### config.mk
export PLATFORM = sky130hd
export DESIGN_NAME = rvee_csr_exec
export DESIGN_NICKNAME = d
export VERILOG_FILES = /design/src/rtl/rvee_csr_exec.sv
export SDC_FILE = /design/constraint.sdc
export NUM_CORES = 1
export LEC_CHECK = 0
export ABC_AREA = 0
export CORE_UTILIZATION = 38
export DETAILED_ROUTE_END_ITERATION = 8
export GPL_TIMING_DRIVEN = 0
export PLACE_DENSITY = 0.88
export RECOVER_POWER = 25
export SLEW_MARGIN = 5
export SYNTH_ARGS = -nofsm -noshare
export SYNTH_HDL_FRONTEND = slang
export SYNTH_SLANG_ARGS = --single-unit
export TNS_END_PERCENT = 100
### constraint.sdc
create_clock -name clk -period 1.7 [get_ports clk]
set_input_delay 0.255 -clock clk [delete_from_list [all_inputs] [get_ports clk]]
set_output_delay 0.255 -clock clk [all_outputs]
set_load 0.03 [all_outputs]
### src/rtl/rvee_csr_exec.sv
// rvee_csr_exec: Zicsr sequencer that drives the CSR-file port and returns the old value or a trap.
// Optional build macro RVEE_CSR_SERIALIZE_EN holds each access until older instructions retire.
module rvee_csr_exec #(
    parameter int XLEN = 32
) (
    input  logic            clk,
    input  logic            rst,
    input  logic            req_valid,
    output logic            req_ready,
    input  logic [2:0]      req_funct3,
    input  logic [11:0]     req_csr,
    input  logic [4:0]      req_rs1,
    input  logic [XLEN-1:0] req_rs1_val,
    input  logic [4:0]      req_rd,
    input  logic [XLEN-1:0] req_pc,
    output logic [11:0]     csr_reg,
    output logic [1:0]      csr_op,
    output logic [XLEN-1:0] csr_wdata,
    output logic            csr_r_en,
    output logic            csr_w_en,
    output logic [XLEN-1:0] csr_pc,
    input  logic [XLEN-1:0] csr_rdata,
    input  logic            csr_illegal,
    input  logic            pipe_empty,
    output logic            rd_we,
    output logic [4:0]      rd_idx,
    output logic [XLEN-1:0] rd_data,
    output logic            exc_valid,
    output logic [3:0]      exc_cause,
    output logic [XLEN-1:0] exc_tval
);

    typedef enum logic [1:0] {
        S_IDLE   = 2'd0,
        S_WAIT   = 2'd1,
        S_ACCESS = 2'd2,
        S_RESP   = 2'd3
    } state_t;

    state_t            r_state;
    state_t            w_next_state;

    logic [2:0]        r_funct3;
    logic [11:0]       r_csr;
    logic [4:0]        r_rs1;
    logic [XLEN-1:0]   r_rs1_val;
    logic [4:0]        r_rd;
    logic [XLEN-1:0]   r_pc;
    logic [XLEN-1:0]   r_rdata;
    logic              r_illegal;

    logic              w_accept;
    logic [1:0]        w_op;
    logic              w_imm;
    logic              w_op_none;
    logic              w_rd_nz;
    logic              w_rs1_nz;
    logic              w_r_cond;
    logic              w_w_cond;
    logic [31:0]       w_insn;

`ifndef RVEE_CSR_SERIALIZE_EN
    logic              w_unused_pipe_empty;
    assign w_unused_pipe_empty = pipe_empty;
`endif

    assign w_accept  = req_valid && (r_state == S_IDLE);
    assign w_op      = r_funct3[1:0];
    assign w_imm     = r_funct3[2];
    assign w_op_none = (w_op == 2'b00);
    assign w_rd_nz   = (r_rd != 5'd0);
    assign w_rs1_nz  = (r_rs1 != 5'd0);
    // Reserved op (funct3 x00) never touches the CSR file; it only produces a trap.
    assign w_r_cond  = !w_op_none && ((w_op != 2'b01) || w_rd_nz);
    assign w_w_cond  = !w_op_none && ((w_op == 2'b01) || w_rs1_nz);
    assign w_insn    = {r_csr, r_rs1, r_funct3, r_rd, 7'b1110011};

    assign csr_reg   = r_csr;
    assign csr_op    = w_op;
    assign csr_wdata = w_imm ? XLEN'(r_rs1) : r_rs1_val;
    assign csr_pc    = r_pc;
    assign rd_idx    = r_rd;
    assign rd_data   = r_rdata;

    // State register
    always_ff @(posedge clk) begin
        if (rst) begin
            r_state <= S_IDLE;
        end else begin
            r_state <= w_next_state;
        end
    end

    // Latch the accepted request; fields hold until the next accept
    always_ff @(posedge clk) begin
        if (rst) begin
            r_funct3  <= 3'd0;
            r_csr     <= 12'd0;
            r_rs1     <= 5'd0;
            r_rs1_val <= '0;
            r_rd      <= 5'd0;
            r_pc      <= '0;
        end else if (w_accept) begin
            r_funct3  <= req_funct3;
            r_csr     <= req_csr;
            r_rs1     <= req_rs1;
            r_rs1_val <= req_rs1_val;
            r_rd      <= req_rd;
            r_pc      <= req_pc;
        end
    end

    // Capture the CSR file's answer at the end of the access cycle
    always_ff @(posedge clk) begin
        if (rst) begin
            r_rdata   <= '0;
            r_illegal <= 1'b0;
        end else if (r_state == S_ACCESS) begin
            r_rdata   <= csr_rdata;
            r_illegal <= w_op_none || csr_illegal;
        end
    end

    // Next-state logic
    always_comb begin
        w_next_state = r_state;
        case (r_state)
            S_IDLE: begin
                if (req_valid) begin
`ifdef RVEE_CSR_SERIALIZE_EN
                    w_next_state = S_WAIT;
`else
                    w_next_state = S_ACCESS;
`endif
                end else begin
                    w_next_state = S_IDLE;
                end
            end
`ifdef RVEE_CSR_SERIALIZE_EN
            S_WAIT: begin
                if (pipe_empty) begin
                    w_next_state = S_ACCESS;
                end else begin
                    w_next_state = S_WAIT;
                end
            end
`endif
            S_ACCESS: w_next_state = S_RESP;
            S_RESP:   w_next_state = S_IDLE;
            default:  w_next_state = S_IDLE;
        endcase
    end

    // Output decode from the state register
    always_comb begin
        req_ready = 1'b0;
        csr_r_en  = 1'b0;
        csr_w_en  = 1'b0;
        rd_we     = 1'b0;
        exc_valid = 1'b0;
        exc_cause = 4'd0;
        exc_tval  = '0;
        case (r_state)
            S_IDLE: begin
                req_ready = 1'b1;
            end
            S_ACCESS: begin
                csr_r_en = w_r_cond;
                csr_w_en = w_w_cond;
            end
            S_RESP: begin
                if (r_illegal) begin
                    exc_valid = 1'b1;
                    exc_cause = 4'd2;
                    exc_tval  = XLEN'(w_insn);
                end else begin
                    rd_we = w_rd_nz;
                end
            end
            default: begin
                req_ready = 1'b0;
            end
        endcase
    end

endmodule
==> flow_metrics.py, run 1 <==
metrics = {
    "status": {
        "status": "finished, violations left",
        "violations": "negative setup slack",
    },
    "timing": {
        "setup_slack_ps": -92.1,
        "hold_viol_final": 0,
        "tightest_slew_ps": 560,
        "rsz0062_at_grt": "true",
        "setup_viol": 14,
        "fin_crit_sh_pct": 105,
        "maxSlewViolCount": 0,
        "min_period_ps": 1790,
        "relSlewSlack_pct": 62.6,
        "fin_worst_skew_ps": 4.43,
        "fmax_mhz": 558,
    },
    "critical_path": {
        "critPathTopFamily": "simple AND/OR/NAND/NOR gates",
        "critPathMaxStageDelay_ps": 420,
        "endpoint_kind": "primary output",
        "worst-path-max-fanout": 2,
        "crit_type": "reg -> out",
        "critical_path_arrival_ps": 1540,
        "crit_chain": "or3_4 -> nor3_4 -> nor3_2 -> buf_4",
        "worstSetupStartpointType": "register",
        "rrSetupSlack_ps": 90,
        "slowest_stage": "or3_4",
        "path_buf_inv": 1,
        "critPathRequiredTime_ps": 1440,
    },
    "route": {
        "first_iter_violations": 308,
        "wl_um": 18000,
        "wl_per_cell_um": 16.1,
        "drc": 0,
        "first_pass_iters": 5,
        "viasPerCell": 4.76,
        "vias": 5315,
        "antenna_left": 0,
    },
    "finish": {
        "areaGrowthSynthToFinish_pct": 73.4,
        "fill_cells": 1023,
        "final_cell_area_sq_um": 8380,
        "drive_gt1_share_pct": 20.8,
        "finish.utilization_pct": 68.6,
        "n_antenna_cell": 0,
        "layout.nets": 1061,
        "layout_common_cells": "nand2_1, clkdlybuf4s50_1, a21oi_1",
        "final_common_cell": "nand2_1",
    },
    "flow_run": {
        "drv_cap": 0,
    },
    "logic_synthesis": {
        "synth_area_leaders": "dfxtp_1, nand2_1, a21oi_1",
        "ys_ff_latch": 124,
        "synth_area_sq_um": 4830,
        "netlist.area_leader.share_pct": 51.4,
        "synth.distinct_cells": 24,
        "yosys_warnings": 0,
        "yosysSeqAreaShare_pct": 51.4,
        "synth_top_cell_by_area": "dfxtp_1",
        "netlist_instances": 628,
        "syn_avg_cell_area_sq_um": 7.70,
    },
    "grt": {
        "grt.total_usage_pct": 26.5,
        "grt_pass1_vias": 5281,
        "overflow": 0,
        "antenna_found_initial": 0,
        "grt_max_degree": 17,
        "grt_pass1_wl_um": 26300,
    },
    "clock_network": {
        "cts_made_buffers": 17,
        "clk_pin_slew_ps": 60,
        "cts_buffer_depth": 2,
        "cts_tree": "yes",
        "clock-root-buffer": "clkbuf_16",
        "clock_sinks": 124,
        "htree_levels": 4,
        "clock_latency_ps": 410,
    },
    "placed_design": {
        "numPortBuffers": 274,
        "post-dp-hpwl_um": 12400,
        "globalplace.congestion": 0.803,
        "placed_cell_area_sq_um": 7800,
    },
    "floorplan": {
        "core_area_sq_um": 12200,
        "rows": 40,
        "pin_count": 282,
        "start_util_pct": 39.6,
        "die_w_um": 115,
        "die_y_um": 115,
        "die-area_sq_um": 13200,
    },
    "pwr": {
        "leakagePower_nw": 3.58,
        "p_per_area_nw_per_um2": 1020,
        "peakVddDrop_uv": 888,
        "total_power_mw": 8.54,
    },
    "worst_hold_path": {
        "hold_path_class": "in -> reg",
    },
}
==> cells by family (layout without fill, tap and decap cells) <==
logic type | after synthesis | in the layout | share of synthesized area, %
simple gates | 310 | 311 | 27.3
buf+inv | 64 | 379 | 7.07
mux | 5 | 5 | 1.16
compound gates | 124 | 124 | 13.0
other cells | 1 | 5 | 0.0776
flops | 124 | 124 | 51.4
==> tightest hold or removal path: stages <==
cell	delay [ps]
clkdlybuf4s50_1	390
nand2_1	50
a21oi_1	50
==> path summary, 6_finish.rpt <==
kind                      start            end  cells after the start
setup / recovery      rd_idx[4]          rd_we                      4
hold / removal       req_pc[13]     csr_pc[13]                      3
setup reg to reg     r_state[1]  r_rs1_val[17]                      7
hold reg to reg   r_rs1_val[10]  r_rs1_val[10]                      2
==> report_power, final <==
group	switching (mW)	total [mW]	internal (mW)	leakage, nW
registers	0.125	3.22	3.09	1.02
logic	0.907	1.56	0.652	2.26
clock network	1.31	3.76	2.45	0.290
total	2.34	8.54	6.20	3.58
==> routing by layer <==
| layer | part of all wire (%) | GRT usage, % | wire (um) | up-vias |
|---|---|---|---|---|
| met5 | 0 | 0 | 0 | - |
| met4 | 2.7 | 11.7 | 482 | 0 |
| met3 | 11 | 12.0 | 1900 | 35 |
| met2 | 52 | 49.1 | 9340 | 235 |
| met1 | 35 | 25.0 | 6260 | 2447 |
| li1 | - | - | - | 2598 |
==> cell usage after synthesis (all sizes together) <==
master,number
a21oi,121
a31oi,1
and2,25
and3,1
buf,42
clkbuf,20
conb,1
dfxtp,124
inv,2
mux2,5
nand2,243
nand2b,1
nor2,4
nor2b,28
nor3,3
nor3b,1
nor4,2
o21ai,1
o221a,1
or3,1
or3b,1
==> per-stage QoR <==
step                instances  setup slack (ps)  setup TNS [ps]  hold WS (ps)
global route             1116              -134           -1710           383
floorplan                 632              48.9               0           391
finish                   1116             -92.1            -380           387
detailed placement       1074              -781          -41480           442
CTS                      1113              -166           -1020           367
global placement         1074              -754          -37740           437
==> what timing repair did <==
action,4_1_cts,5_1_grt
gates cloned,3,1
gates resized for setup,468,84
hold buffers,0,0
endpoints found under the setup margin,107,85
pin swaps,5,5
setup buffers,6,3
==> area by class of cell <==
class                      instances  area (sq um)  share of cell area (%)
multi-input combinational        445          2180                    26.1
timing repair buffer             286          2450                    29.3
inverter                           2          7.51                  0.0896
buffer                            59           398                    4.75
sequential                       124          2500                    29.9
clock buffer                      22           484                    5.78
tap                              168           210                    2.51
clock inverter                    10           138                    1.64
(Power assumes the default switching activity.)
==> run 2, diff against run 1 <==
--- a/config.mk
+++ b/config.mk
@@ -15,4 +15,3 @@
 export SYNTH_ARGS = -nofsm -noshare
 export SYNTH_HDL_FRONTEND = slang
 export SYNTH_SLANG_ARGS = --single-unit
-export TNS_END_PERCENT = 100
==> results of run 2 <==
The final DEF is identical to that of run 1; final timing and power are the same.
